==> src/rtl/pipeline_pkg.sv <==
// Shared definitions for the ID-stage pipeline controller: opcode values, FSM states, NOP encoding
// and the opcode decode helper.
package pipeline_pkg;

    localparam logic [6:0]  OP_RTYPE  = 7'b0110011;
    localparam logic [6:0]  OP_STORE  = 7'b0100011;
    localparam logic [6:0]  OP_BRANCH = 7'b1100011;
    localparam logic [6:0]  OP_LOAD   = 7'b0000011;
    localparam logic [6:0]  OP_OPIMM  = 7'b0010011;
    localparam logic [6:0]  OP_JALR   = 7'b1100111;
    localparam logic [6:0]  OP_JAL    = 7'b1101111;
    localparam logic [6:0]  OP_LUI    = 7'b0110111;
    localparam logic [6:0]  OP_AUIPC  = 7'b0010111;
    localparam logic [31:0] NOP_INSTR = 32'h0000_0013;

    typedef enum logic [0:0] {
        ST_IDLE    = 1'b0,
        ST_BR_WAIT = 1'b1
    } ctrl_state_e;

    typedef struct packed {
        logic reads_rs1;
        logic reads_rs2;
        logic writes_rd;
        logic is_ctrl;
    } decode_t;

    function automatic decode_t decode_op(input logic [6:0] op);
        decode_t d;
        case (op)
            OP_RTYPE:          d = '{1'b1, 1'b1, 1'b1, 1'b0};
            OP_STORE:          d = '{1'b1, 1'b1, 1'b0, 1'b0};
            OP_BRANCH:         d = '{1'b1, 1'b1, 1'b0, 1'b1};
            OP_LOAD, OP_OPIMM: d = '{1'b1, 1'b0, 1'b1, 1'b0};
            OP_JALR:           d = '{1'b1, 1'b0, 1'b1, 1'b1};
            OP_JAL:            d = '{1'b0, 1'b0, 1'b1, 1'b1};
            OP_LUI, OP_AUIPC:  d = '{1'b0, 1'b0, 1'b1, 1'b0};
            default:           d = '{1'b0, 1'b0, 1'b0, 1'b0};
        endcase
        return d;
    endfunction

endpackage

==> src/rtl/pipeline_controller_if.sv <==
// ID-stage handshake bundle between the instruction source / pipeline datapath and the controller.
interface pipeline_controller_if #(parameter int CNT_W = 16);

    logic             id_valid;
    logic [6:0]       opcode;
    logic [4:0]       rs1;
    logic [4:0]       rs2;
    logic [4:0]       rd;
    logic             branch_taken;
    logic             pc_load;
    logic             if_id_load;
    logic             if_id_flush;
    logic             mux5_selector;
    logic [CNT_W-1:0] stall_cycles;

    modport master (
        output id_valid, opcode, rs1, rs2, rd, branch_taken,
        input  pc_load, if_id_load, if_id_flush, mux5_selector, stall_cycles
    );

    modport slave (
        input  id_valid, opcode, rs1, rs2, rd, branch_taken,
        output pc_load, if_id_load, if_id_flush, mux5_selector, stall_cycles
    );

endinterface

==> src/rtl/pipeline_controller_rd_scoreboard.sv <==
// Shift register of in-flight destination registers (EX, MEM, WB); reports whether ID sources
// collide with any of them. An entry of 0 means "nothing tracked".
module rd_scoreboard #(
    parameter int DEPTH = 3
) (
    input  logic       clock,
    input  logic       reset,
    input  logic       push_en,
    input  logic [4:0] push_rd,
    input  logic [4:0] rs1,
    input  logic [4:0] rs2,
    output logic       rs1_match,
    output logic       rs2_match
);

    logic [4:0] sb_r [DEPTH];

    // advance one stage per cycle; non-issuing cycles inject an empty slot
    always_ff @(posedge clock) begin
        if (reset) begin
            for (int i = 0; i < DEPTH; i++) sb_r[i] <= 5'd0;
        end else begin
            sb_r[0] <= push_en ? push_rd : 5'd0;
            for (int i = 1; i < DEPTH; i++) sb_r[i] <= sb_r[i-1];
        end
    end

    // x0 is never a dependency, so a zero source can never match
    always_comb begin
        rs1_match = 1'b0;
        rs2_match = 1'b0;
        for (int i = 0; i < DEPTH; i++) begin
            rs1_match = rs1_match | ((rs1 != 5'd0) && (sb_r[i] == rs1));
            rs2_match = rs2_match | ((rs2 != 5'd0) && (sb_r[i] == rs2));
        end
    end

endmodule

==> src/rtl/pipeline_controller.sv <==
// ID-stage pipeline sequencer: RAW-hazard stalls, branch hold/resolve/flush, bubble injection
// and a saturating stall-cycle counter.
module pipeline_controller
    import pipeline_pkg::*;
#(
    parameter int DEPTH      = 3,
    parameter int BRANCH_LAT = 2,
    parameter int CNT_W      = 16
) (
    input  logic                  clock,
    input  logic                  reset,
    pipeline_controller_if.slave  bus
);

    localparam int              BCNT_W    = $clog2(BRANCH_LAT + 1);
    localparam logic [BCNT_W-1:0] BCNT_LOAD = BCNT_W'(BRANCH_LAT - 1);
    localparam logic [CNT_W-1:0]  CNT_MAX   = {CNT_W{1'b1}};

    ctrl_state_e       state_r, state_next_s;
    logic [BCNT_W-1:0] bcnt_r, bcnt_next_s;
    logic [CNT_W-1:0]  stall_cnt_r;
    decode_t           dec_s;
    logic              rs1_match_s, rs2_match_s;
    logic              data_hazard_s, issue_s, push_en_s;
    logic              pc_load_s, if_id_load_s, if_id_flush_s, mux5_s;

    assign dec_s         = decode_op(bus.opcode);
    assign data_hazard_s = bus.id_valid && ((dec_s.reads_rs1 && rs1_match_s) ||
                                            (dec_s.reads_rs2 && rs2_match_s));
    assign issue_s       = bus.id_valid && !data_hazard_s && (state_r == ST_IDLE);
    assign push_en_s     = issue_s && dec_s.writes_rd;

    rd_scoreboard #(.DEPTH(DEPTH)) u_sb (
        .clock     (clock),
        .reset     (reset),
        .push_en   (push_en_s),
        .push_rd   (bus.rd),
        .rs1       (bus.rs1),
        .rs2       (bus.rs2),
        .rs1_match (rs1_match_s),
        .rs2_match (rs2_match_s)
    );

    // state and branch countdown registers
    always_ff @(posedge clock) begin
        if (reset) begin
            state_r <= ST_IDLE;
            bcnt_r  <= '0;
        end else begin
            state_r <= state_next_s;
            bcnt_r  <= bcnt_next_s;
        end
    end

    // next-state: a control-flow instruction opens a BRANCH_LAT-cycle wait window
    always_comb begin
        state_next_s = state_r;
        bcnt_next_s  = bcnt_r;
        case (state_r)
            ST_IDLE: begin
                if (issue_s && dec_s.is_ctrl) begin
                    state_next_s = ST_BR_WAIT;
                    bcnt_next_s  = BCNT_LOAD;
                end else begin
                    state_next_s = ST_IDLE;
                end
            end
            ST_BR_WAIT: begin
                if (bcnt_r != '0) begin
                    bcnt_next_s = bcnt_r - BCNT_W'(1);
                end else begin
                    state_next_s = ST_IDLE;
                end
            end
            default: begin
                state_next_s = ST_IDLE;
                bcnt_next_s  = '0;
            end
        endcase
    end

    // pipeline control outputs, highest priority first
    always_comb begin
        pc_load_s     = 1'b1;
        if_id_load_s  = 1'b1;
        if_id_flush_s = 1'b0;
        mux5_s        = 1'b1;
        if (reset || ((state_r == ST_BR_WAIT) && (bcnt_r != '0))) begin
            pc_load_s    = 1'b0;
            if_id_load_s = 1'b0;
        end else if (state_r == ST_BR_WAIT) begin
            if_id_flush_s = bus.branch_taken;
        end else if (data_hazard_s) begin
            pc_load_s    = 1'b0;
            if_id_load_s = 1'b0;
        end else if (issue_s && dec_s.is_ctrl) begin
            // branch moves into EX while fetch is frozen until it resolves
            pc_load_s    = 1'b0;
            if_id_load_s = 1'b0;
            mux5_s       = 1'b0;
        end else if (issue_s) begin
            mux5_s = 1'b0;
        end else begin
            mux5_s = 1'b1;
        end
    end

    // saturating count of cycles in which the PC was held
    always_ff @(posedge clock) begin
        if (reset) begin
            stall_cnt_r <= '0;
        end else if (!pc_load_s && (stall_cnt_r != CNT_MAX)) begin
            stall_cnt_r <= stall_cnt_r + CNT_W'(1);
        end else begin
            stall_cnt_r <= stall_cnt_r;
        end
    end

    assign bus.pc_load       = pc_load_s;
    assign bus.if_id_load    = if_id_load_s;
    assign bus.if_id_flush   = if_id_flush_s;
    assign bus.mux5_selector = mux5_s;
    assign bus.stall_cycles  = stall_cnt_r;

endmodule

==> src/flat_wrapper.sv <==
// flat-port wrapper written by rule: the top's interface ports become plain ports
module pipeline_controller_flat import pipeline_pkg::*;
#(
    parameter int DEPTH      = 3,
    parameter int BRANCH_LAT = 2,
    parameter int CNT_W      = 16
)
  (clock, reset, bus_id_valid, bus_opcode, bus_rs1, bus_rs2, bus_rd, bus_branch_taken, bus_pc_load, bus_if_id_load, bus_if_id_flush, bus_mux5_selector, bus_stall_cycles);
  pipeline_controller_if #(.CNT_W(CNT_W)) bus_i ();
  input  logic clock;
  input  logic reset;
  input wire logic [$bits(bus_i.id_valid)-1:0] bus_id_valid;
  input wire logic [$bits(bus_i.opcode)-1:0] bus_opcode;
  input wire logic [$bits(bus_i.rs1)-1:0] bus_rs1;
  input wire logic [$bits(bus_i.rs2)-1:0] bus_rs2;
  input wire logic [$bits(bus_i.rd)-1:0] bus_rd;
  input wire logic [$bits(bus_i.branch_taken)-1:0] bus_branch_taken;
  output wire logic [$bits(bus_i.pc_load)-1:0] bus_pc_load;
  output wire logic [$bits(bus_i.if_id_load)-1:0] bus_if_id_load;
  output wire logic [$bits(bus_i.if_id_flush)-1:0] bus_if_id_flush;
  output wire logic [$bits(bus_i.mux5_selector)-1:0] bus_mux5_selector;
  output wire logic [$bits(bus_i.stall_cycles)-1:0] bus_stall_cycles;
  assign bus_i.id_valid = bus_id_valid;
  assign bus_i.opcode = bus_opcode;
  assign bus_i.rs1 = bus_rs1;
  assign bus_i.rs2 = bus_rs2;
  assign bus_i.rd = bus_rd;
  assign bus_i.branch_taken = bus_branch_taken;
  assign bus_pc_load = bus_i.pc_load;
  assign bus_if_id_load = bus_i.if_id_load;
  assign bus_if_id_flush = bus_i.if_id_flush;
  assign bus_mux5_selector = bus_i.mux5_selector;
  assign bus_stall_cycles = bus_i.stall_cycles;
  pipeline_controller #(.DEPTH(DEPTH), .BRANCH_LAT(BRANCH_LAT), .CNT_W(CNT_W)) u_core (.clock(clock), .reset(reset), .bus(bus_i));
endmodule
==> config.mk <==
export PLATFORM = sky130hd
export DESIGN_NAME = pipeline_controller_flat
export DESIGN_NICKNAME = d
export VERILOG_FILES = /design/src/rtl/pipeline_pkg.sv /design/src/rtl/pipeline_controller_if.sv /design/src/rtl/pipeline_controller_rd_scoreboard.sv /design/src/rtl/pipeline_controller.sv /design/src/flat_wrapper.sv
export SDC_FILE = /design/constraint.sdc
export NUM_CORES = 1
export LEC_CHECK = 0
export BUFFER_PORTS_ARGS = -buffer_cell sky130_fd_sc_hd__buf_4
export CORE_MARGIN = 4
export CORE_UTILIZATION = 45
export CTS_CLUSTER_DIAMETER = 30
export DETAILED_ROUTE_END_ITERATION = 10
export GPL_TIMING_DRIVEN = 0
export PLACE_DENSITY = 0.67
export SETUP_SLACK_MARGIN = 0.1
export SYNTH_ARGS = -nofsm -noshare
export SYNTH_HDL_FRONTEND = slang
export SYNTH_SLANG_ARGS = --single-unit
==> constraint.sdc <==
create_clock -name clock -period 2.65 [get_ports clock]
set_input_delay 0.1325 -clock clock [delete_from_list [all_inputs] [get_ports clock]]
set_output_delay 0.1325 -clock clock [all_outputs]
set_load 0.1 [all_outputs]
======== Yosys cells after proc, flatten, opt, wreduce, memory -nomap -nowiden ========
Memory sizes are Yosys's and may differ from the RTL's.
Cells that the tools add are included.
cells by class
  multiply operators ...................... 0
  multiplexer cells ....................... 25
  shift operators ......................... 0
  reductions and logical operators ........ 25
  order comparisons ....................... 0
  $add $sub $neg .......................... 2
  bitwise operators ....................... 8
  divide/modulo/power cells ............... 0
  eq/ne operators ......................... 18
operators by type and width
  kind                                                                 count
  5-bit == test                                                        6
  4-bit one-hot mux with 7 select lines                                1
  7-bit by 6-bit == test with 1-bit output (second input constant)     3
  7-bit == test (second input constant)                                3
  5-bit 2-to-1 mux                                                     4
  16-bit by 1-bit adder with 16-bit output (second input constant)     1
  1-bit 2-to-1 mux                                                     16
  16-bit != test (second input constant)                               1
  1-bit logical AND                                                    15
  7-bit by 5-bit == test with 1-bit output (second input constant)     2
  5-bit nonzero test                                                   2
  7-bit by 2-bit == test with 1-bit output (second input constant)     1
  1-bit OR                                                             7
  2-bit 2-to-1 mux                                                     2
  2-bit != test (second input constant)                                2
  2-bit one-hot mux with 2 select lines                                1
  2-bit OR reduction                                                   2
  1-bit zero test                                                      2
  1-bit logical OR                                                     2
  1-bit one-hot mux with 2 select lines                                1
  2-bit AND reduction                                                  1
  2-bit nonzero test                                                   1
  2-bit by 1-bit subtractor with 2-bit output (second input constant)  1
  1-bit inverter                                                       1
word-level totals
  memory bits (read-only) ................. 0
  memories kept ........................... 1
  latch bits .............................. 0
  bits in registers ....................... 19
  input bits .............................. 26
  RAM bits ................................ 15
memories
  memory            depth  bits a word  read ports  clocked after memory_dff  write ports  line                                     source
  u_core.u_sb.sb_r  3      5            3           0                         3            pipeline_controller_rd_scoreboard.sv:16  logic [4:0] sb_r [DEPTH];

======== Longest topological paths before layout ========
Gate-level depths: netlist of the first run.
  depth in word-level cells ............... 17
  mapped depth ............................ 9
  depth with buffers taken out ............ 8

======== Cells and area by module ========
A second synthesis of the first run with hierarchy kept.
unflattened totals
  cells, all modules ...................... 218
  area, all modules ....................... 1890.6 µm²
by module, submodules not included
  module               cells each  area an instance (µm²)  instances  seq. area each (µm²)
  pipeline_controller  138         1126.1                  1          380.4
  rd_scoreboard        80          764.5                   1          300.3

======== Worst setup path before layout of the first run ========
No wires, ideal clock.
  path type ............................... input to output
  start point ............................. input bus_rs1[1]
  end point ............................... output bus_pc_load
  buffers on the path ..................... 1
  data arrival time ....................... 3.775 ns
  cell stages on the path ................. 7
  path slack .............................. -1.257 ns
  cell sequence ........................... or4_1 -> nor2_1 -> nor4b_1 -> o21ai_1 -> a31oi_1 -> nor3_1 -> buf_4
between the ends
  longest elaborated chain between the ends .. 15
RTL lines
  element                                                     line                                     source
  from (decl)                                                 flat_wrapper.sv:14                       input wire logic [$bits(bus_i.rs1)-1:0] bus_rs1;
  5-bit == test / 5-bit nonzero test (equally long branches)  pipeline_controller_rd_scoreboard.sv:33  rs1_match = rs1_match | ((rs1 != 5'd0) && (sb_r[i] == rs1));
  1-bit logical AND                                           pipeline_controller_rd_scoreboard.sv:33
  1-bit OR                                                    pipeline_controller_rd_scoreboard.sv:33
  1-bit OR *                                                  pipeline_controller_rd_scoreboard.sv:33
  1-bit logical AND *                                         pipeline_controller.sv:28                assign data_hazard_s = bus.id_valid && ((dec_s.reads_rs1 && rs1_match_s) ||
  1-bit logical OR *                                          pipeline_controller.sv:28
  1-bit logical AND *                                         pipeline_controller.sv:28
  1-bit zero test                                             pipeline_controller.sv:30                assign issue_s = bus.id_valid && !data_hazard_s && (state_r == ST_IDLE);
  1-bit logical AND (2 in series)                             pipeline_controller.sv:30
  1-bit logical AND                                           pipeline_controller.sv:96                end else if (issue_s && dec_s.is_ctrl) begin
  1-bit 2-to-1 mux                                            n/a
  1-bit 2-to-1 mux * (3 in series)                            n/a
  to (decl)                                                   flat_wrapper.sv:18                       output wire logic [$bits(bus_i.pc_load)-1:0] bus_pc_load;
Every way passes the cells marked *; elsewhere a longest branch is shown, timed or not.

======== Worst setup path in the final report of the first run ========
  start point ............................. register u_core.stall_cnt_r[3], in the netlist u_core.bus.stall_cycles[3]
  end point ............................... register u_core.stall_cnt_r[7], in the netlist u_core.bus.stall_cycles[7]
between the ends
  longest elaborated chain between the ends .. 2
RTL lines
  element                                                                           line                        source
  from (decl)                                                                       pipeline_controller.sv:21   logic [CNT_W-1:0] stall_cnt_r;
  from (signal assigned)                                                            pipeline_controller.sv:113  stall_cnt_r <= stall_cnt_r + CNT_W'(1);
  from (signal assigned)                                                            pipeline_controller.sv:115  stall_cnt_r <= stall_cnt_r;
  branches (longest 2 deep; another with 16-bit by 1-bit adder with 16-bit output)  n/a
Several ways; the timed one is not identified.
A chain may end at the register's enable or synchronous reset.

==> reports/results.tsv, run 1 <==
metric	value	unit
run_status	completed	
worst_pin_slew	0.536	ns
detail_route.drc_violations	0	
synth_top_area_frac	0.350	
postSynth.topFlopCell	dfxtp_1	
critPathArrivalTime	2.41	ns
antenna_found_initial	0	
cts_hold_buf	0	
syn_nets	249	
grt_start_max_net_pins	11	
place.port_buffers	44	
synthesis.yosys.warnings	0	
grt-busiest-layer	met1	
detail_route.first_pass.iterations	4	
post_route_clock_period_utilization	0.842	
netlist_area	1950	um2
met3_use_gr	0.0356	
post_cts.resized_instances	0	
setup_viol	0	
tritoncts	done	
post-route-min-period	2.23	ns
place_inst	315	
max_clock_freq	448	MHz
final_max_slew_viol_count	0	
post_route_wl	4.69	mm
clock_sinks	34	
reg2regPathDepth	8	
vias_per_cell	5.46	
setup_tns	0	ns
cellPowerDensity	431	nW/um2
post_synth.cell_area_avg	8.81	um2
synth_cells	221	
gpl_congestion	0.848	
postLayoutCellArea	2440	um2
asyncSetResetFlopFracSynth	0	
placed_cell_area	2360	um2
post_route_cells_drive_above_1_share	0.261	
cts_root_buffer	clkbuf_8	
fin_worst_skew	0.00834	ns
globalRouteMet1Util	0.279	
clkLatencyLatePin	0.28	ns
initialDrtViolationCount	159	
core-area	4090	um2
via_count	1757	
grt_pass1_vias	1582	
finish.net_count	300	
endpoint_kind	register	
ctsLongestPathBuffers	2	
worst_slack	0.419	ns
synth_enable_flop_cells	0	
cts-buffers-inserted	5	
yosysTopAreaCell	dfxtp_1	
design.die.area	5440	um2
wire_per_inst	14.5	um
ys_top_cells_by_count	dfxtp_1, xnor2_1, nand3_1, nor2b_1	
grt_first_pass_wirelength	7.73	mm
cp_data_required_time	2.83	ns
whs_path_depth	2	
detail-route-antenna-nets	0	
rsz0062_at_grt	false	
synthToLayoutAreaGrowth	25.1	%
floorplan.io_pins	46	
synth_seq_cells	34	
clock_tree.htree_level_count	2	
die_width	73.8	um
synth_top_cells_by_area	dfxtp_1, xnor2_1, nor2b_1	
cts_setup_buffers	0	
synth_sequential_area_ratio	0.350	
clkSlewWorstSetupHoldPaths	0.07	ns
grt_overflow_total	0	
maxCapViolCount	0	
post-synth-top-count-cell	dfxtp_1	
num_rows	23	
cp_max_fo	10	
timing_worst_setup_path_type	reg -> reg	
post_dp_hpwl	3.63	mm
die_h	73.8	um
slew-limit-headroom	0.642	
power.leakage	0.000941	uW
grt_use_met2	0.249	
effective_utilization_at_floorplan	0.476	
n_antenna_cell	0	
groute.usage.overall	0.181	
final_util	0.596	
number_of_distinct_library_cells_after_synthesis	45	
power.ir.vdd_worst	317	uV
critPathLaunchType	register	
fin_cells	322	
final_hold_viol_count	0	
hold_path_class	in -> reg	
dp_slack	0.450	ns
final timing paths:
path	start	end	slack (ns)
setup / recovery	u_core.bus.stall_cycles[3]	u_core.bus.stall_cycles[7]	0.42
hold / removal	bus_rd[0]	u_core.u_sb.sb_r[0][0]	0.06
setup reg to reg	u_core.bus.stall_cycles[3]	u_core.bus.stall_cycles[7]	0.42
hold reg to reg	u_core.bus.stall_cycles[5]	u_core.bus.stall_cycles[5]	0.49
where the power goes:
part           switching (uW)  total (uW)  internal (uW)  leakage, uW
registers                3.66         518            515     0.000277
clock network             178         359            181    0.0000383
logic                     104         172           68.2     0.000625
critical path: stages (launching register included):
cell	delay, ns
dfxtp_2	0.38
and3_1	0.20
and3_1	0.23
nand4_1	0.21
o41ai_4	0.45
buf_4	0.23
buf_4	0.19
nor4_1	0.07
o21a_1	0.16
layout by cell type (no fill, tap or decap), types with 4 or more instances in the layout:
cell / count
buf_4: 47
nor2b_1: 16
inv_1: 5
and3_1: 5
dfxtp_1: 27
mux2_1: 4
nand2_1: 10
clkbuf_1: 7
a21oi_1: 11
or4_1: 8
nor2_1: 11
dfxtp_2: 7
nand3_1: 18
clkbuf_8: 5
and2_1: 6
xnor2_1: 26
o31ai_1: 7
xor2_1: 4
cell families after synthesis:
logic type      share of synthesized area
flops                               0.350
xor+xnor                            0.135
compound gates                      0.144
simple gates                        0.287
buf+inv                            0.0431
fa+ha+maj                          0.0129
mux                                0.0289
routing by layer:
layer	vias up	wire, um
li1	899	-
met1	803	2370
met2	50	2010
met3	5	272
met4	0	38
met5	-	0
final cells by class:
cell class              instances  area, um2
flip-flops and latches         34        689
well taps                      50       62.6
multi-input cells             170       1190
repair buffers                 44        330
fillers                       394       1650
clock buffers                   7       76.3
plain buffers                  10       57.6
inverters                       7       26.3
registers in the layout, indices dropped and copies added, names as in the netlist:
register and flops:
u_core.u_sb.sb_r 15, u_core.bcnt_r 2, u_core.bus.stall_cycles 16, u_core.state_r 1
metrics by stage:
stage / hold WS (ns) / total power [uW]
finish: 0.0567 / 1050
CTS: 0.0492 / 1060
global placement: 0.334 / 702
detailed placement: 0.338 / 702
floorplan: 0.254 / 638
global route: 0.0476 / 1100
(Power assumes the default switching activity.)
==> run 2, diff against run 1 <==
ABC_AREA = 1   (was unset)
PLACE_DENSITY = 0.68   (was 0.67)
clock period = 2 ns   (was 2.65 ns; I/O delays follow)
==> run 2 against run 1 <==
  * First-iteration DRC count is 58% lower
  * Non-clock buffer count rose by 2
  * Global-route usage grew 0.19 points
  * Die area grew 12%
  * Register-to-register slack got worse by 0.19 ns
  * Worst setup slack got worse by 0.37 ns
  * Critical path type is now reg -> out
==> reports/results.tsv, run 2 <==
metric	value	unit
run_status	completed	
maxCapViolCount	0	
mostFrequentLayoutCell	nand2_1	
final.hold.worst_slack	0.00563	ns
n_antenna_cell	0	
synth_top_cells_by_area	dfxtp_1, nand2_1, nand3_1	
detail_route.first_pass.iterations	4	
slew-limit-headroom	0.664	
place_inst	456	
critPathLaunchType	register	
cts_root_buffer	clkbuf_8	
detail-route-antenna-nets	0	
num_rows	25	
floorplan.io_pins	46	
post_synth.cell_area_avg	6.40	um2
effective_utilization_at_floorplan	0.466	
power.ir.vdd_worst	420	uV
power.leakage	0.00136	uW
largest_register_ffs	16	
synth_enable_flop_cells	0	
clkSlewWorstSetupHoldPaths	0.07	ns
gpl_congestion	0.854	
wire_per_inst	11.3	um
endpoint_kind	output port	
placed_cell_area	2680	um2
clock_tree.htree_level_count	2	
critPathArrivalTime	1.85	ns
cellPowerDensity	515	nW/um2
post_route_wl	5.31	mm
setup_tns	0	ns
ctsLongestPathBuffers	2	
postLayoutCellArea	2850	um2
crit_path_max_incr_delay	0.34	ns
initialDrtViolationCount	67	
post_route_cells_drive_above_1_share	0.309	
cts-buffers-inserted	5	
netlist_area	2200	um2
cp_max_fo	3	
synthesis.yosys.warnings	0	
detail_route.drc_violations	0	
rsz0062_at_grt	true	
post-synth-top-count-cell	nand2_1	
fill_cells	473	
die_width	77.9	um
cells_traversed_along_the_worst_timing_path	xor2_1, nor2_1, nand3_1, nand3_2, nand2_2, nand3_2, nand2_2, nand2_4, buf_8, clkinvlp_4, buf_12, buf_12	
sequential_cell_area	726	um2
tritoncts	done	
worst_pin_slew	0.503	ns
ys_top_cells_by_count	nand2_1, nor2_1, inv_1, nand3_1, dfxtp_1	
vias_per_cell	4.78	
synth_cells	344	
die_h	77.9	um
number_of_distinct_library_cells_after_synthesis	27	
post_dp_hpwl	4.11	mm
cp_slowest_cell	dfxtp_2	
via_count	2235	
synthToLayoutAreaGrowth	29.7	%
max_clock_freq	513	MHz
synth_top_area_frac	0.309	
design.die.area	6070	um2
cts_hold_buf	0	
finish.net_count	428	
grt_overflow_total	0	
grt_pass1_vias	2057	
clock_sinks	34	
postSynth.topFlopCell	dfxtp_1	
synth_sequential_area_ratio	0.309	
syn_nets	372	
hold_path_class	in -> reg	
layout.cells.most_common_list	nand2_1, buf_4, nor2_1	
antenna_found_initial	0	
fin_worst_skew	0.00472	ns
totalPowerFinal	1470	uW
final_hold_viol_count	0	
grt_start_max_net_pins	11	
yosysTopAreaCell	dfxtp_1	
asyncSetResetFlopFracSynth	0	
grt_first_pass_wirelength	9.03	mm
multi_input_area	1290	um2
post-route-min-period	1.95	ns
setup_viol	0	
timing_worst_setup_path_type	reg -> out	
place.port_buffers	45	
cp_top_family	simple AND/OR/NAND/NOR gates	
cp_data_required_time	1.90	ns
core-area	4720	um2
clkLatencyLatePin	0.29	ns
fin_cells	468	
final_max_slew_viol_count	0	
synth_seq_cells	34	
groute.usage.overall	0.183	
post_route_clock_period_utilization	0.975	
critical_path_buf_inv_count	4	
==> run 2: changes by cell type after synthesis, moves of 8 or more <==
cell / previous run / this run
nand2_1: 10 / 94
xor2_1: 4 / 18
inv_2: 2 / 10
xnor2_1: 26 / 7
inv_1: 5 / 42
nand3_1: 18 / 38
nor2_1: 11 / 46
nor2b_1: 16 / 0
or4_1: 8 / 0
==> run 2: through the flow <==
step / setup WS (ns) / utilization
detailed placement: 0.176 / 0.568
global placement: 0.211 / 0.568
CTS: 0.0241 / 0.596
finish: 0.0501 / 0.604
floorplan: 0.0376 / -
global route: -0.0849 / 0.604
==> run 2: path summary, 6_finish.rpt <==
check	slack, ns	endpoint	startpoint	depth (start not counted)
worst max-delay path	0.05	bus_pc_load	u_core.u_sb.sb_r[0][5]	12
worst min-delay path	0.006	u_core.bus.stall_cycles[15]	reset	2
worst max register to register	0.23	u_core.bus.stall_cycles[0]	u_core.bus.stall_cycles[0]	9
worst min register to register	0.44	u_core.u_sb.sb_r[0][10]	u_core.u_sb.sb_r[0][5]	2
==> run 2: where the power goes <==
part	total, uW	internal [uW]	leakage [uW]	switching, uW
registers	687	679	0.000290	7.69
logic	256	99.3	0.00103	156
clock network	528	278	0.0000482	250
total	1470	1060	0.00136	414
==> run 2: cells by family after synthesis <==
family,Yosys count,synth area share
xor+xnor,25,0.0995
fa+ha+maj,2,0.0114
flops,34,0.309
compound gates,18,0.0409
buf+inv,60,0.115
simple gates,205,0.424
==> run 2: what timing repair did <==
action / in CTS / in global routing
pin swaps: 12 / 3
gates resized for setup: 10 / 8
endpoints found under the hold margin: 0 / 0
setup buffers: 2 / 2
endpoints found under the setup margin: 2 / 3
==> run 2: per-layer routing <==
layer	up-vias	GRT usage	wire (um)
met5	-	0	0
met4	0	0.0682	71
met3	7	0.0418	315
met2	51	0.278	2350
met1	991	0.252	2570
li1	1186	-	-
==> run 2: area by class of cell <==
type                    count  area share
multi-input cells         250       0.453
flip-flops and latches     34       0.254
repair buffers             49       0.136
inverters                  53      0.0710
clock buffers               7      0.0302
well taps                  67      0.0294
plain buffers               7      0.0246
clock inverters             1     0.00175
==> run 3, diff against run 2 <==
PLACE_DENSITY = 0.71   (was 0.68)
==> run 3 against run 2 <==
  * Global-route usage rose by 0.66 points
  * Critical path depth grew 3
  * Worst setup slack got worse by 0.0064 ns
  * Clock skew is 0.0040 ns higher
  * Count of clock-buffer cells in the layout is 1 higher
  * Register-to-register slack lost 0.05 ns
  * First-iteration DRC count rose by 66%
  * Power up 6.6%
  * Largest cell class unchanged
==> reports/results.tsv, run 3 (same netlist as run 2, synthesis figures left out) <==
metric	value	unit
power.leakage	0.00139	uW
top_signal_layer_used	met4	
maxCapViolCount	0	
cellPowerDensity	533	nW/um2
post_route_cells_drive_above_1_share	0.366	
detail-route-antenna-nets	0	
clkLatencyLatePin	0.29	ns
fill_cells	456	
critPathLaunchType	register	
grt_pass1_vias	2095	
clock_tree.htree_level_count	2	
mostFrequentLayoutCell	nand2_1	
crit-reg2reg-capture	u_core.bus.stall_cycles[13]	
clock_sinks	34	
run_status	completed	
critical_path.endpoint	bus_pc_load	
detail_route.drc_violations	0	
wl_met3	358	um
post-route-min-period	1.96	ns
slew-limit-headroom	0.590	
detail_route.first_pass.iterations	4	
detail_route.wirelength.met1	2.58	mm
setup_tns	0	ns
cp_top_family	simple AND/OR/NAND/NOR gates	
finish.net_count	429	
hold_path_class	in -> reg	
regToRegSetupSlack	0.18	ns
tritoncts	done	
layout.cells.most_common_list	nand2_1, buf_4, nor2_1	
power.ir.vdd_worst	335	uV
grt_overflow_total	0	
clock_power_share	0.391	
worst_slack	0.0437	ns
clkSlewWorstSetupHoldPaths	0.07	ns
post_route_clock_period_utilization	0.978	
wire_per_inst	11.9	um
core-area	4720	um2
post_dp_hpwl	4.12	mm
intPower	1130	uW
cts_root_buffer	clkbuf_8	
power.combinational.fraction	0.171	
worst_pin_slew	0.614	ns
reg2regPathDepth	17	
n_antenna_cell	0	
effective_utilization_at_floorplan	0.466	
antenna_found_initial	0	
critical_path_buf_inv_count	5	
switching_power	437	uW
setup_viol	0	
critical_path.reg2reg.startpoint	u_core.u_sb.sb_r[0][1]	
gpl_congestion	0.914	
cp_max_fo	3	
cells_traversed_along_the_worst_timing_path	inv_2, nand2_1, nand2_2, nand2_2, nor2_2, nand2_1, nand3_2, nand2_2, nand3_2, nand2_2, nand2_4, buf_8, clkinvlp_4, buf_12, buf_12	
grt_first_pass_wirelength	9.25	mm
endpoint_kind	output port	
floorplan.io_pins	46	
dp_slack	0.171	ns
ctsLongestPathBuffers	2	
cts_hold_buf	0	
dr_wl_met2	2.57	mm
timing.critical_path.depth	15	
final.hold.worst_slack	0.00945	ns
fin_worst_skew	0.00868	ns
design.die.area	6070	um2
largest_register_ffs	16	
synthToLayoutAreaGrowth	33.6	%
cp_data_required_time	1.90	ns
initialDrtViolationCount	111	
groute.usage.overall	0.190	
crit_path_max_incr_delay	0.34	ns
critPathArrivalTime	1.86	ns
power.share.switching	0.279	
post_route_wl	5.58	mm
die_width	77.9	um
rsz0062_at_grt	true	
cts-buffers-inserted	5	
timing_worst_setup_path_type	reg -> out	
final_hold_viol_count	0	
grt_start_max_net_pins	11	
num_rows	25	
totalPowerFinal	1570	uW
cp_slowest_cell	dfxtp_2	
vias_per_cell	4.76	
place.port_buffers	45	
pwr-share-seq	0.438	
die_h	77.9	um
critPathLaunch	u_core.u_sb.sb_r[0][1]	
max_clock_freq	511	MHz
critical-path-top-cell-by-count	nand2_2	
final_max_slew_viol_count	0	
via_count	2232	
run 3: cell types whose count changed in the layout (fill, tap and decap cells not counted), sizes merged:
cell	change
buf	+1
clkinv	-1
clkbuf	+1
run 3: worst min-delay path by stage:
stage	start	to	cells past startpoint
detailed placement	reset	u_core.bus.stall_cycles[15]	2
CTS	reset	u_core.bus.stall_cycles[11]	2
floorplan	reset	u_core.bus.stall_cycles[11]	1
global route	reset	u_core.bus.stall_cycles[11]	2
finish	reset	u_core.bus.stall_cycles[11]	2
global placement	reset	u_core.bus.stall_cycles[11]	2
run 3: power groups by stage:
stage                     combinational, uW  sequential, uW  clock (uW)
after detailed placement                241             702           0
after CTS                               252             686         627
after global placement                  238             701           0
after floorplan                         126             726           0
after global routing                    291             687         655
final                                   267             686         613
run 3: cell type report:
type | count | area, um2 | area share
Timing Repair Buffer | 50 | 395 | 0.134
Sequential cell | 34 | 727 | 0.247
Multi-Input combinational cell | 250 | 1350 | 0.458
Clock buffer | 8 | 110 | 0.0374
Tap cell | 67 | 83.8 | 0.0285
Inverter | 53 | 203 | 0.0689
Buffer | 7 | 73.8 | 0.0251
run 3: through the flow:
step                      utilization  area (um2)  std cells
after floorplan                     -        2260        344
after global placement          0.568        2680        456
after detailed placement        0.568        2680        456
after CTS                       0.602        2840        467
after global routing            0.623        2940        469
final                           0.623        2940        469
run 3: metal layers:
metal | global-route usage | vias to the layer above
li1 | - | 1182
met2 | 0.304 | 51
met4 | 0.0682 | 0
met3 | 0.0464 | 6
met1 | 0.247 | 993
met5 | 0 | -
run 3: repair_timing:
| action | in CTS | in global routing |
|---|---|---|
| gates resized for setup | 8 | 32 |
| pin swaps | 6 | 23 |
| endpoints found under the setup margin | 2 | 3 |
| setup buffers | 3 | 2 |
| cloned | 0 | 0 |
